<file path="config.mk">
export PLATFORM = sky130hd
export DESIGN_NAME = fetch_stage_flat
export DESIGN_NICKNAME = d
export VERILOG_FILES = /design/src/rtl/fetch_stage_if.sv /design/src/rtl/fetch_stage.sv /design/src/flat_wrapper.sv
export SDC_FILE = /design/constraint.sdc
export NUM_CORES = 1
export LEC_CHECK = 0
export ABC_AREA = 1
export CAP_MARGIN = 25
export CORE_ASPECT_RATIO = 0.75
export CORE_MARGIN = 5
export CORE_UTILIZATION = 45
export CTS_BUF_LIST = sky130_fd_sc_hd__clkbuf_2 sky130_fd_sc_hd__clkbuf_4 sky130_fd_sc_hd__clkbuf_8
export DETAILED_ROUTE_END_ITERATION = 12
export DONT_BUFFER_PORTS = 1
export GPL_ROUTABILITY_DRIVEN = 0
export GPL_TIMING_DRIVEN = 0
export SYNTH_ARGS = -nofsm -noshare
export SYNTH_HDL_FRONTEND = slang
export SYNTH_SLANG_ARGS = --single-unit
</file>
<file path="constraint.sdc">
create_clock -name clk -period 1.9 [get_ports clk]
set_clock_uncertainty 0.05 [all_clocks]
set_input_delay 0.19 -clock clk [delete_from_list [all_inputs] [get_ports clk]]
set_output_delay 0.19 -clock clk [all_outputs]
set_load 0.005 [all_outputs]
</file>
<file path="src/rtl/fetch_stage_if.sv">
// Fetch-stage bus bundle: instruction-memory request/response, redirect and decode hand-off.
// master = fetch stage side, slave = memory/branch/decoder side.
interface fetch_stage_if #(
    parameter int unsigned ADDR_WIDTH = 32
);
    logic                  imemReqValid;
    logic                  imemReqReady;
    logic [ADDR_WIDTH-1:0] imemReqAddr;
    logic                  imemRspValid;
    logic [31:0]           imemRspData;
    logic                  redirectValid;
    logic [ADDR_WIDTH-1:0] redirectAddr;
    logic                  decValid;
    logic                  decReady;
    logic [31:0]           decInsn;
    logic [ADDR_WIDTH-1:0] decPC;

    modport master (
        output imemReqValid, imemReqAddr, decValid, decInsn, decPC,
        input  imemReqReady, imemRspValid, imemRspData, redirectValid, redirectAddr, decReady
    );

    modport slave (
        input  imemReqValid, imemReqAddr, decValid, decInsn, decPC,
        output imemReqReady, imemRspValid, imemRspData, redirectValid, redirectAddr, decReady
    );
endinterface

</file>
<file path="src/rtl/fetch_stage.sv">
// Instruction fetch front end: owns the PC, issues word fetches, tracks in-flight responses
// and buffers {insn, pc} pairs for decode; redirects flush the queue and drop stale responses.
module fetch_stage #(
    parameter int unsigned              ADDR_WIDTH  = 32,
    parameter logic [ADDR_WIDTH-1:0]    RESET_PC    = '0,
    parameter int unsigned              QUEUE_DEPTH = 2
) (
    input  logic          clk,
    input  logic          rst,
    fetch_stage_if.master bus
);
    localparam int unsigned PTR_W = (QUEUE_DEPTH > 1) ? $clog2(QUEUE_DEPTH) : 1;
    localparam int unsigned CNT_W = $clog2(QUEUE_DEPTH + 1);
    localparam int unsigned SUM_W = CNT_W + 1;

    logic [ADDR_WIDTH-1:0] pc_q, pc_d;

    // Pending-address FIFO: PC of every accepted request awaiting its response
    logic [ADDR_WIDTH-1:0] pend_q [QUEUE_DEPTH];
    logic [ADDR_WIDTH-1:0] pend_d [QUEUE_DEPTH];
    logic [PTR_W-1:0]      pend_wr_q, pend_wr_d;
    logic [PTR_W-1:0]      pend_rd_q, pend_rd_d;

    // Instruction queue towards decode
    logic [31:0]           q_insn_q [QUEUE_DEPTH];
    logic [31:0]           q_insn_d [QUEUE_DEPTH];
    logic [ADDR_WIDTH-1:0] q_pc_q   [QUEUE_DEPTH];
    logic [ADDR_WIDTH-1:0] q_pc_d   [QUEUE_DEPTH];
    logic [PTR_W-1:0]      head_q, head_d;
    logic [PTR_W-1:0]      tail_q, tail_d;

    logic [CNT_W-1:0]      count_q, count_d;
    logic [CNT_W-1:0]      outstanding_q, outstanding_d;
    logic [CNT_W-1:0]      discard_q, discard_d;

    logic [SUM_W-1:0]      occupancy_c;
    logic                  req_valid_c;
    logic                  req_fire_c;
    logic                  rsp_ok_c;
    logic                  rsp_push_c;
    logic                  dec_valid_c;
    logic                  dec_fire_c;

    // Issue only while every accepted request is guaranteed a queue slot
    assign occupancy_c = SUM_W'(outstanding_q) + SUM_W'(count_q);
    assign req_valid_c = !rst && !bus.redirectValid && (occupancy_c < SUM_W'(QUEUE_DEPTH));
    assign req_fire_c  = req_valid_c && bus.imemReqReady;
    assign rsp_ok_c    = bus.imemRspValid && (outstanding_q != '0);
    assign rsp_push_c  = rsp_ok_c && (discard_q == '0) && !bus.redirectValid;
    assign dec_valid_c = (count_q != '0);
    assign dec_fire_c  = dec_valid_c && bus.decReady;

    assign bus.imemReqValid = req_valid_c;
    assign bus.imemReqAddr  = pc_q;
    assign bus.decValid     = dec_valid_c;
    assign bus.decInsn      = q_insn_q[head_q];
    assign bus.decPC        = q_pc_q[head_q];

    always_comb begin
        pc_d          = pc_q;
        pend_d        = pend_q;
        pend_wr_d     = pend_wr_q;
        pend_rd_d     = pend_rd_q;
        q_insn_d      = q_insn_q;
        q_pc_d        = q_pc_q;
        head_d        = head_q;
        tail_d        = tail_q;
        count_d       = count_q;
        discard_d     = discard_q;
        outstanding_d = outstanding_q + CNT_W'(req_fire_c) - CNT_W'(rsp_ok_c);

        if (req_fire_c) begin
            pend_d[pend_wr_q] = pc_q;
            pend_wr_d         = pend_wr_q + PTR_W'(1);
            pc_d              = pc_q + ADDR_WIDTH'(4);
        end

        if (rsp_ok_c) begin
            pend_rd_d = pend_rd_q + PTR_W'(1);
        end

        if (bus.redirectValid) begin
            // Everything still in flight after this cycle belongs to the old path
            pc_d      = bus.redirectAddr & ~ADDR_WIDTH'(3);
            count_d   = '0;
            head_d    = '0;
            tail_d    = '0;
            discard_d = outstanding_q - CNT_W'(rsp_ok_c);
        end else begin
            if (rsp_ok_c && (discard_q != '0)) begin
                discard_d = discard_q - CNT_W'(1);
            end
            if (rsp_push_c) begin
                q_insn_d[tail_q] = bus.imemRspData;
                q_pc_d[tail_q]   = pend_q[pend_rd_q];
                tail_d           = tail_q + PTR_W'(1);
            end
            if (dec_fire_c) begin
                head_d = head_q + PTR_W'(1);
            end
            count_d = count_q + CNT_W'(rsp_push_c) - CNT_W'(dec_fire_c);
        end
    end

    always_ff @(posedge clk) begin
        if (rst) begin
            pc_q          <= RESET_PC;
            pend_wr_q     <= '0;
            pend_rd_q     <= '0;
            head_q        <= '0;
            tail_q        <= '0;
            count_q       <= '0;
            outstanding_q <= '0;
            discard_q     <= '0;
            for (int i = 0; i < int'(QUEUE_DEPTH); i++) begin
                pend_q[i]   <= '0;
                q_insn_q[i] <= '0;
                q_pc_q[i]   <= '0;
            end
        end else begin
            pc_q          <= pc_d;
            pend_q        <= pend_d;
            pend_wr_q     <= pend_wr_d;
            pend_rd_q     <= pend_rd_d;
            q_insn_q      <= q_insn_d;
            q_pc_q        <= q_pc_d;
            head_q        <= head_d;
            tail_q        <= tail_d;
            count_q       <= count_d;
            outstanding_q <= outstanding_d;
            discard_q     <= discard_d;
        end
    end

    a_occupancy: assert property (@(posedge clk) disable iff (rst)
        occupancy_c <= SUM_W'(QUEUE_DEPTH));

    a_discard: assert property (@(posedge clk) disable iff (rst)
        discard_q <= outstanding_q);

endmodule
</file>
<file path="src/flat_wrapper.sv">
// flat-port wrapper written by rule: the top's interface ports become plain ports
module fetch_stage_flat 
#(
    parameter int unsigned              ADDR_WIDTH  = 32,
    parameter logic [ADDR_WIDTH-1:0]    RESET_PC    = '0,
    parameter int unsigned              QUEUE_DEPTH = 2
)
  (clk, rst, bus_imemReqValid, bus_imemReqAddr, bus_decValid, bus_decInsn, bus_decPC, bus_imemReqReady, bus_imemRspValid, bus_imemRspData, bus_redirectValid, bus_redirectAddr, bus_decReady);
  fetch_stage_if #(.ADDR_WIDTH(ADDR_WIDTH)) bus_i ();
  input  logic clk;
  input  logic rst;
  output wire logic [$bits(bus_i.imemReqValid)-1:0] bus_imemReqValid;
  output wire logic [$bits(bus_i.imemReqAddr)-1:0] bus_imemReqAddr;
  output wire logic [$bits(bus_i.decValid)-1:0] bus_decValid;
  output wire logic [$bits(bus_i.decInsn)-1:0] bus_decInsn;
  output wire logic [$bits(bus_i.decPC)-1:0] bus_decPC;
  input wire logic [$bits(bus_i.imemReqReady)-1:0] bus_imemReqReady;
  input wire logic [$bits(bus_i.imemRspValid)-1:0] bus_imemRspValid;
  input wire logic [$bits(bus_i.imemRspData)-1:0] bus_imemRspData;
  input wire logic [$bits(bus_i.redirectValid)-1:0] bus_redirectValid;
  input wire logic [$bits(bus_i.redirectAddr)-1:0] bus_redirectAddr;
  input wire logic [$bits(bus_i.decReady)-1:0] bus_decReady;
  assign bus_imemReqValid = bus_i.imemReqValid;
  assign bus_imemReqAddr = bus_i.imemReqAddr;
  assign bus_decValid = bus_i.decValid;
  assign bus_decInsn = bus_i.decInsn;
  assign bus_decPC = bus_i.decPC;
  assign bus_i.imemReqReady = bus_imemReqReady;
  assign bus_i.imemRspValid = bus_imemRspValid;
  assign bus_i.imemRspData = bus_imemRspData;
  assign bus_i.redirectValid = bus_redirectValid;
  assign bus_i.redirectAddr = bus_redirectAddr;
  assign bus_i.decReady = bus_decReady;
  fetch_stage #(.ADDR_WIDTH(ADDR_WIDTH), .RESET_PC(RESET_PC), .QUEUE_DEPTH(QUEUE_DEPTH)) u_core (.clk(clk), .rst(rst), .bus(bus_i));
endmodule
</file>
==> summary.md, run 1 <==
## Run status
* failing checks: negative setup slack
* status: finished with violations

## Global route
* GR Util met3: 0.06397
* all-layer global routing usage: 0.2431
* antenna violations before repair: 0
* busiest grt layer: met1
* GR Util met1: 0.3575
* maximum number of pins on one net before global-route repair: 11
* vias in the first global route: 8950
* final global-route overflow total: 0
* global-route wire length before repair: 50160 microns
* met2 Usage GRT: 0.3573

## STA
* RSZ-0062 raised after global routing: yes
* final setup violation count: 92
* final setup slack of the worst path: -0.1702 ns
* maximum clock rate: 483.0 MHz
* Fin Hold WS: 0.06821 ns
* Worst Tran Pin Value: 0.7531 ns
* setup_tns: -9.807 ns
* period utilization: 1.090
* Hold Violations, Final: 0
* final-report max-slew violation count: 0
* Min Clock Period, post-route: 2.070 ns
* worst relative slew slack: 0.4979

## Cells and area
* Ant. Diodes: 0
* Synth-to-Final Area Change: 23.57%
* area used by multi-input combinational logic: 4592 sq um
* post-route insts no fill: 1873
* layout cell share with drive strength beyond 1: 0.1248
* final-layout fill cell count: 2120
* Final Cell Area: 12300 sq um
* area occupied by registers: 4492 sq um
* Final nets: 1633

## Critical path
* Data required, critical path: 2.32 ns
* kind of end point of the critical path: flop
* type of the worst setup path: flop to flop
* Arrival @ worst endpoint: 2.49 ns
* Worst Path Max Fanout: 6
* element type at the critical path start: flop

## Die
* floorplan die height: 138.8 microns
* Ports: 168
* row cnt: 47
* core region area: 21930 sq um
* Starting Density: 0.4538
* Die Area: 25230 sq um
* die outline width: 181.7 microns

## Synth
* Seq cells post-synth: 224
* async set-reset flop share out of synthesis: 0
* count of flip-flops with a built-in enable after synthesis: 0
* top-count cell post-synth: sky130_fd_sc_hd__nand2_1
* Warnings, synthesis: 0
* most frequent cells after synthesis: 339 x sky130_fd_sc_hd__nand2_1, 224 x sky130_fd_sc_hd__dfxtp_1, 217 x sky130_fd_sc_hd__o21ai_0
* share of the yosys chip area belonging to registers: 0.4505
* Post-Syn Area: 9955 sq um
* library cell with the largest summed area after synthesis: sky130_fd_sc_hd__dfxtp_1
* commonest register cell after synthesis: sky130_fd_sc_hd__dfxtp_1
* mean instance size in the synthesized netlist: 6.971 sq um
* area share of the leading cell type in the synthesized netlist: 0.4505
* synthesized instance count: 1428
* top area cells in the synthesized netlist: sky130_fd_sc_hd__dfxtp_1 45%, sky130_fd_sc_hd__nand2_1 13%, sky130_fd_sc_hd__o21ai_0 11%
* distinct cell type count of the synthesized netlist: 33

## Clocking
* CTS root buffer: sky130_fd_sc_hd__clkbuf_8
* clk slew on worst S/H paths: 0.07 ns
* cts bufs inserted: 38
* TritonCTS Sinks: 224
* buffers from clock root to sink, at most: 3
* clock tree from TritonCTS: done
* number of levels the H-tree was split into: 2
* clock latency on the worst-skew pair: 0.54 ns

## Routing
* wire per inst: 17.20 microns
* routed via count divided by cell count: 5.304
* Routed Antenna Nets: 0
* count of routing violations after the opening detailed-route iteration: 961
* via count: 9934
* Post-Route WL: 32210 microns
* Residual DRC: 0
* TritonRoute pass-1 iters: 5

## Place
* number of I/O port buffers: 0
* Post-Place Cell Area: 10330 sq um
* instance count after placement with tap cells included: 1725
* post-placement worst setup slack: -0.4774 ns
* Detail Placement HPWL: 23010 microns

## Hold path
* HP Class: input port to flop

## Power
* LEAKAGE: 4.875 nW
* worst supply voltage drop on vdd: 0.7534 mV
* Cell Pwr Density: 972.2 nW/um^2

## Flow run
* max-cap check violation count: 0

-- stage by stage --
step	utilization	total power, mW
2_1_floorplan	-	6.600
3_3_place_gp	0.4711	7.138
3_5_place_dp	0.4711	7.176
4_1_cts	0.5497	11.92
5_1_grt	0.5608	12.55
6_report	0.5608	11.96
-- cell usage in the layout (no fill, tap or decap), types with 9 or more instances in the layout --
cell / instances
sky130_fd_sc_hd__buf_2: 16
sky130_fd_sc_hd__nand3_1: 39
sky130_fd_sc_hd__a31oi_1: 9
sky130_fd_sc_hd__a21oi_1: 169
sky130_fd_sc_hd__dfxtp_1: 220
sky130_fd_sc_hd__inv_1: 138
sky130_fd_sc_hd__o21ai_1: 47
sky130_fd_sc_hd__dlygate4sd3_1: 69
sky130_fd_sc_hd__clkbuf_4: 19
sky130_fd_sc_hd__o21ai_2: 10
sky130_fd_sc_hd__o21ai_0: 193
sky130_fd_sc_hd__buf_4: 23
sky130_fd_sc_hd__nor2_1: 105
sky130_fd_sc_hd__clkbuf_1: 28
sky130_fd_sc_hd__buf_6: 14
sky130_fd_sc_hd__clkbuf_8: 45
sky130_fd_sc_hd__nand2_1: 336
-- routing by layer --
layer | wire [microns] | share of wire
met1 | 14990 | 0.47
met2 | 13830 | 0.43
met3 | 2757 | 0.086
met4 | 580 | 0.018
met5 | 55 | 0.0017
-- path summary, 6_finish.rpt --
check / startpoint / to / slack, ns / depth (start not counted)
max: u_core.outstanding_q[0]$_SDFF_PP0_ / u_core.bus.imemReqAddr[12]$_SDFFE_PP0P_ / -0.17 / 11
min: bus_redirectValid / u_core.bus.imemReqAddr[16]$_SDFFE_PP0P_ / 0.07 / 5
max reg2reg: u_core.outstanding_q[0]$_SDFF_PP0_ / u_core.bus.imemReqAddr[12]$_SDFFE_PP0P_ / -0.17 / 11
min reg2reg: u_core.q_pc_q[47]$_SDFFE_PP0P_ / u_core.q_pc_q[47]$_SDFFE_PP0P_ / 0.40 / 2
-- flip-flops by register name, summed over array words and instances (netlist names) --
name                    flops
u_core.pend_q              60
u_core.count_q              2
u_core.pend_wr_q            1
u_core.bus.imemReqAddr     30
u_core.q_insn_q            64
u_core.pend_rd_q            1
u_core.outstanding_q        2
u_core.q_pc_q              60
u_core.head_q               1
u_core.tail_q               1
u_core.discard_q            2
-- final cells by class --
| type | instances | area share |
|---|---|---|
| sequential | 224 | 0.3652 |
| multi-input combinational | 969 | 0.3733 |
| clock inverter | 6 | 0.005188 |
| buffer | 91 | 0.04923 |
| inverter | 146 | 0.04516 |
| tap | 294 | 0.02991 |
| timing repair buffer | 87 | 0.07497 |
| clock buffer | 56 | 0.05706 |
-- kinds of logic after synthesis --
logic type	after synthesis	share of synthesized area
other cells	1	0.0003767
fa+ha+maj	6	0.008296
xor+xnor	7	0.006159
compound gates	436	0.2212
buf+inv	238	0.1026
simple gates	516	0.2109
flops	224	0.4505
-- what timing repair did --
action | in CTS | in global routing
pin swaps | 3 | 6
hold buffers | 70 | 0
endpoints found under the hold margin | 100 | 0
cloned | 3 | 2
setup endpoints to repair | 156 | 221
gates resized for setup | 54 | 84
setup buffers | 5 | 8
-- worst max-delay path, stage by stage, from the launching register on --
cell,delay [ns]
sky130_fd_sc_hd__dfxtp_2,0.33
sky130_fd_sc_hd__nand2_2,0.07
sky130_fd_sc_hd__inv_2,0.03
sky130_fd_sc_hd__fa_2,0.55
sky130_fd_sc_hd__nor2_4,0.06
sky130_fd_sc_hd__nand3_4,0.09
sky130_fd_sc_hd__buf_4,0.14
sky130_fd_sc_hd__nand2_8,0.08
sky130_fd_sc_hd__clkbuf_16,0.16
sky130_fd_sc_hd__o21ai_0,0.20
sky130_fd_sc_hd__inv_1,0.10
sky130_fd_sc_hd__a21oi_2,0.14
-- power breakdown --
part / total (mW) / internal [mW] / switching [mW]
clock network: 4.46 / 2.49 / 1.97
registers: 5.30 / 5.09 / 0.208
logic: 2.20 / 0.801 / 1.40
No activity file was read; power rests on OpenSTA's default activity.
==> run 2: changes to the inputs <==
MAX_ROUTING_LAYER = met4   (was unset)
==> run 2 against run 1 <==
  * The run still ends with negative setup slack left
  * Highest routed layer is now met4
  * Worst hold slack improved by 0.0027 ns
  * Wire length about the same
  * Sequential cell count unchanged
  * Die area unchanged
  * Global-route usage increased by 0.72 points
  * Register-to-register slack about the same
  * Power about the same
  * Utilization unchanged
  * Clock power about the same
  * Critical endpoint is now u_core.bus.imemReqAddr[15]$_SDFFE_PP0P_
  * First-iteration DRC count decreased by 5.1%
==> summary.md, run 2 (same netlist as run 1, synthesis figures left out) <==
## STA
* Hold Violations, Final: 0, unchanged
* final-report max-slew violation count: 0, unchanged
* RSZ-0062 raised after global routing: yes
* worst relative slew slack: 0.5065, +0.008596
* period utilization: 1.085, -0.004284
* maximum clock rate: 485.0 MHz, +0.39%
* Worst Tran Pin Value: 0.7402 ns, -0.01289 ns
* Fin Hold WS: 0.07095 ns, +0.002735 ns
* setup_tns: -9.709 ns, +0.09879 ns
* final setup violation count: 93, +1.1%
* Min Clock Period, post-route: 2.062 ns, -0.008140 ns
* final setup slack of the worst path: -0.1621 ns, +0.008140 ns

## Routing
* routed via count divided by cell count: 5.296, -0.15%
* Routed Antenna Nets: 0, unchanged
* Residual DRC: 0, unchanged
* via count: 9919, -0.15%
* count of routing violations after the opening detailed-route iteration: 912, -5.1%
* TritonRoute pass-1 iters: 5, unchanged
* Post-Route WL: 32220 microns, about the same
* wire per inst: 17.20 microns, about the same

## Cells and area
* post-route insts no fill: 1873, unchanged
* Synth-to-Final Area Change: 23.57%, unchanged
* Top Registers: u_core.q_insn_q: 64 flops, u_core.pend_q: 60 flops, u_core.q_pc_q: 60 flops
* Final nets: 1633, unchanged
* flip-flop count of the largest register after layout: 64, unchanged
* layout cell share with drive strength beyond 1: 0.1248, unchanged
* Ant. Diodes: 0, unchanged
* Final Cell Area: 12300 sq um, unchanged
* commonest cells after routing, fill and taps aside: 336 x sky130_fd_sc_hd__nand2_1, 220 x sky130_fd_sc_hd__dfxtp_1, 193 x sky130_fd_sc_hd__o21ai_0
* register ranked first by flip-flop count: u_core.q_insn_q
* most common cell after layout, fill and taps aside: sky130_fd_sc_hd__nand2_1

## Critical path
* Critical Path Max Stage Delay: 0.45 ns, -0.10 ns
* register-to-register setup slack: -0.16 ns, about the same
* kind of end point of the critical path: flop
* Worst Path Max Fanout: 8, +2
* Data required, critical path: 2.32 ns, about the same
* CP max stage cell: sky130_fd_sc_hd__fa_2
* Arrival @ worst endpoint: 2.48 ns, about the same
* type of the worst setup path: flop to flop
* launch point of the worst reg-to-reg path: u_core.outstanding_q[0]$_SDFF_PP0_
* worst flop-to-flop path endpoint: u_core.bus.imemReqAddr[15]$_SDFFE_PP0P_
* depth of the worst register-to-register path: 10, -1
* element type at the critical path start: flop
* critical-path cell list: nand2_2, inv_2, fa_2, nor2_4, nand3_4, buf_12, inv_6, bufbuf_16, nand3_1, a21oi_1

## Clocking
* clock tree from TritonCTS: done
* buffers from clock root to sink, at most: 3, unchanged
* clock latency on the worst-skew pair: 0.53 ns, about the same
* cts bufs inserted: 38, unchanged
* clk slew on worst S/H paths: 0.07 ns, about the same
* TritonCTS Sinks: 224, unchanged
* CTS root buffer: sky130_fd_sc_hd__clkbuf_8
* number of levels the H-tree was split into: 2, unchanged

## Place
* number of I/O port buffers: 0, unchanged
* Detail Placement HPWL: 23010 microns, unchanged
* instance count after placement with tap cells included: 1725, unchanged
* Post-Place Cell Area: 10330 sq um, unchanged

## Hold path
* min-delay src: bus_redirectValid
* HP Class: input port to flop
* hold-critical path endpoint: u_core.bus.imemReqAddr[15]$_SDFFE_PP0P_
* worst hold path cell count: 5, unchanged

## Power
* worst supply voltage drop on vdd: 0.7536 mV, about the same
* Cell Pwr Density: 971.4 nW/um^2, about the same
* LEAKAGE: 4.875 nW, unchanged

## Global route
* global-route wire length before repair: 50190 microns, about the same
* all-layer global routing usage: 0.2503, +0.007202
* final global-route overflow total: 0, unchanged
* maximum number of pins on one net before global-route repair: 11, unchanged
* vias in the first global route: 8945, -0.056%
* antenna violations before repair: 0, unchanged

## Die
* row cnt: 47, unchanged
* floorplan die height: 138.8 microns, unchanged
* Ports: 168, unchanged
* Die Area: 25230 sq um, unchanged
* core region area: 21930 sq um, unchanged
* die outline width: 181.7 microns, unchanged
* Starting Density: 0.4538, unchanged

## Run status
* status: finished with violations
* failing checks: negative setup slack

## Flow run
* max-cap check violation count: 0, unchanged

[run 2: cell type report]
class | instances | area, sq um
Clock buffer | 56 | 701.9
Sequential cell | 224 | 4492
Timing Repair Buffer | 87 | 922.1
Buffer | 91 | 605.6
Fill cell | 2120 | 9634
Inverter | 146 | 555.5
Clock inverter | 6 | 63.81
Tap cell | 294 | 367.9
Multi-Input combinational cell | 969 | 4592
[run 2: worst max-delay path by stage]
stage	startpoint	endpoint	slack, ns	cells past startpoint
CTS	u_core.outstanding_q[0]$_SDFF_PP0_	u_core.pend_q[28]$_SDFFE_PP0P_	-0.15	10
detailed placement	u_core.outstanding_q[0]$_SDFF_PP0_	u_core.bus.imemReqAddr[31]$_SDFFE_PP0P_	-0.48	10
global route	u_core.outstanding_q[0]$_SDFF_PP0_	u_core.pend_q[8]$_SDFFE_PP0P_	-0.29	11
floorplan	u_core.outstanding_q[0]$_SDFF_PP0_	u_core.pend_q[20]$_SDFFE_PP0P_	0.003	10
global placement	u_core.outstanding_q[0]$_SDFF_PP0_	u_core.bus.imemReqAddr[19]$_SDFFE_PP0P_	-0.43	10
finish	u_core.outstanding_q[0]$_SDFF_PP0_	u_core.bus.imemReqAddr[15]$_SDFFE_PP0P_	-0.16	10
[run 2: layer usage]
layer,routed length [microns],GRT usage
met2,13950,0.3591
met3,2690,0.06450
met1,15100,0.3582
met4,472,0.04974
met5,0,-
[run 2: repair_timing]
item                       CTS  global route
setup endpoints to repair  156           221
gates resized for setup     54            84
pin swaps                    3             6
hold endpoints to repair   100             0
gates cloned                 3             2
hold buffers                70             0
buffers inserted             5             8
[run 2: through the flow]
stage          setup WS [ns]  utilization  power, mW
2_1_floorplan       0.002852            -      6.600
3_3_place_gp         -0.4304       0.4711      7.138
3_5_place_dp         -0.4774       0.4711      7.176
6_report             -0.1621       0.5608      11.95
4_1_cts              -0.1538       0.5497      11.92
5_1_grt              -0.2854       0.5608      12.55
[run 2: critical path, delay by kind of cell, from the launching register on]
family	cells	cell delay [ns]
AOI/OAI and AO/OA	1	0.12
adders and majority gates	1	0.45
buffers and inverters	4	0.60
DFF	1	0.34
and+or+nand+nor	4	0.43
[run 2: power by group]
part	internal [mW]	total (mW)	switching, mW	leakage, nW
sequential	5.09	5.30	0.207	1.82
combinational	0.801	2.21	1.40	2.65
clock	2.49	4.45	1.95	0.401
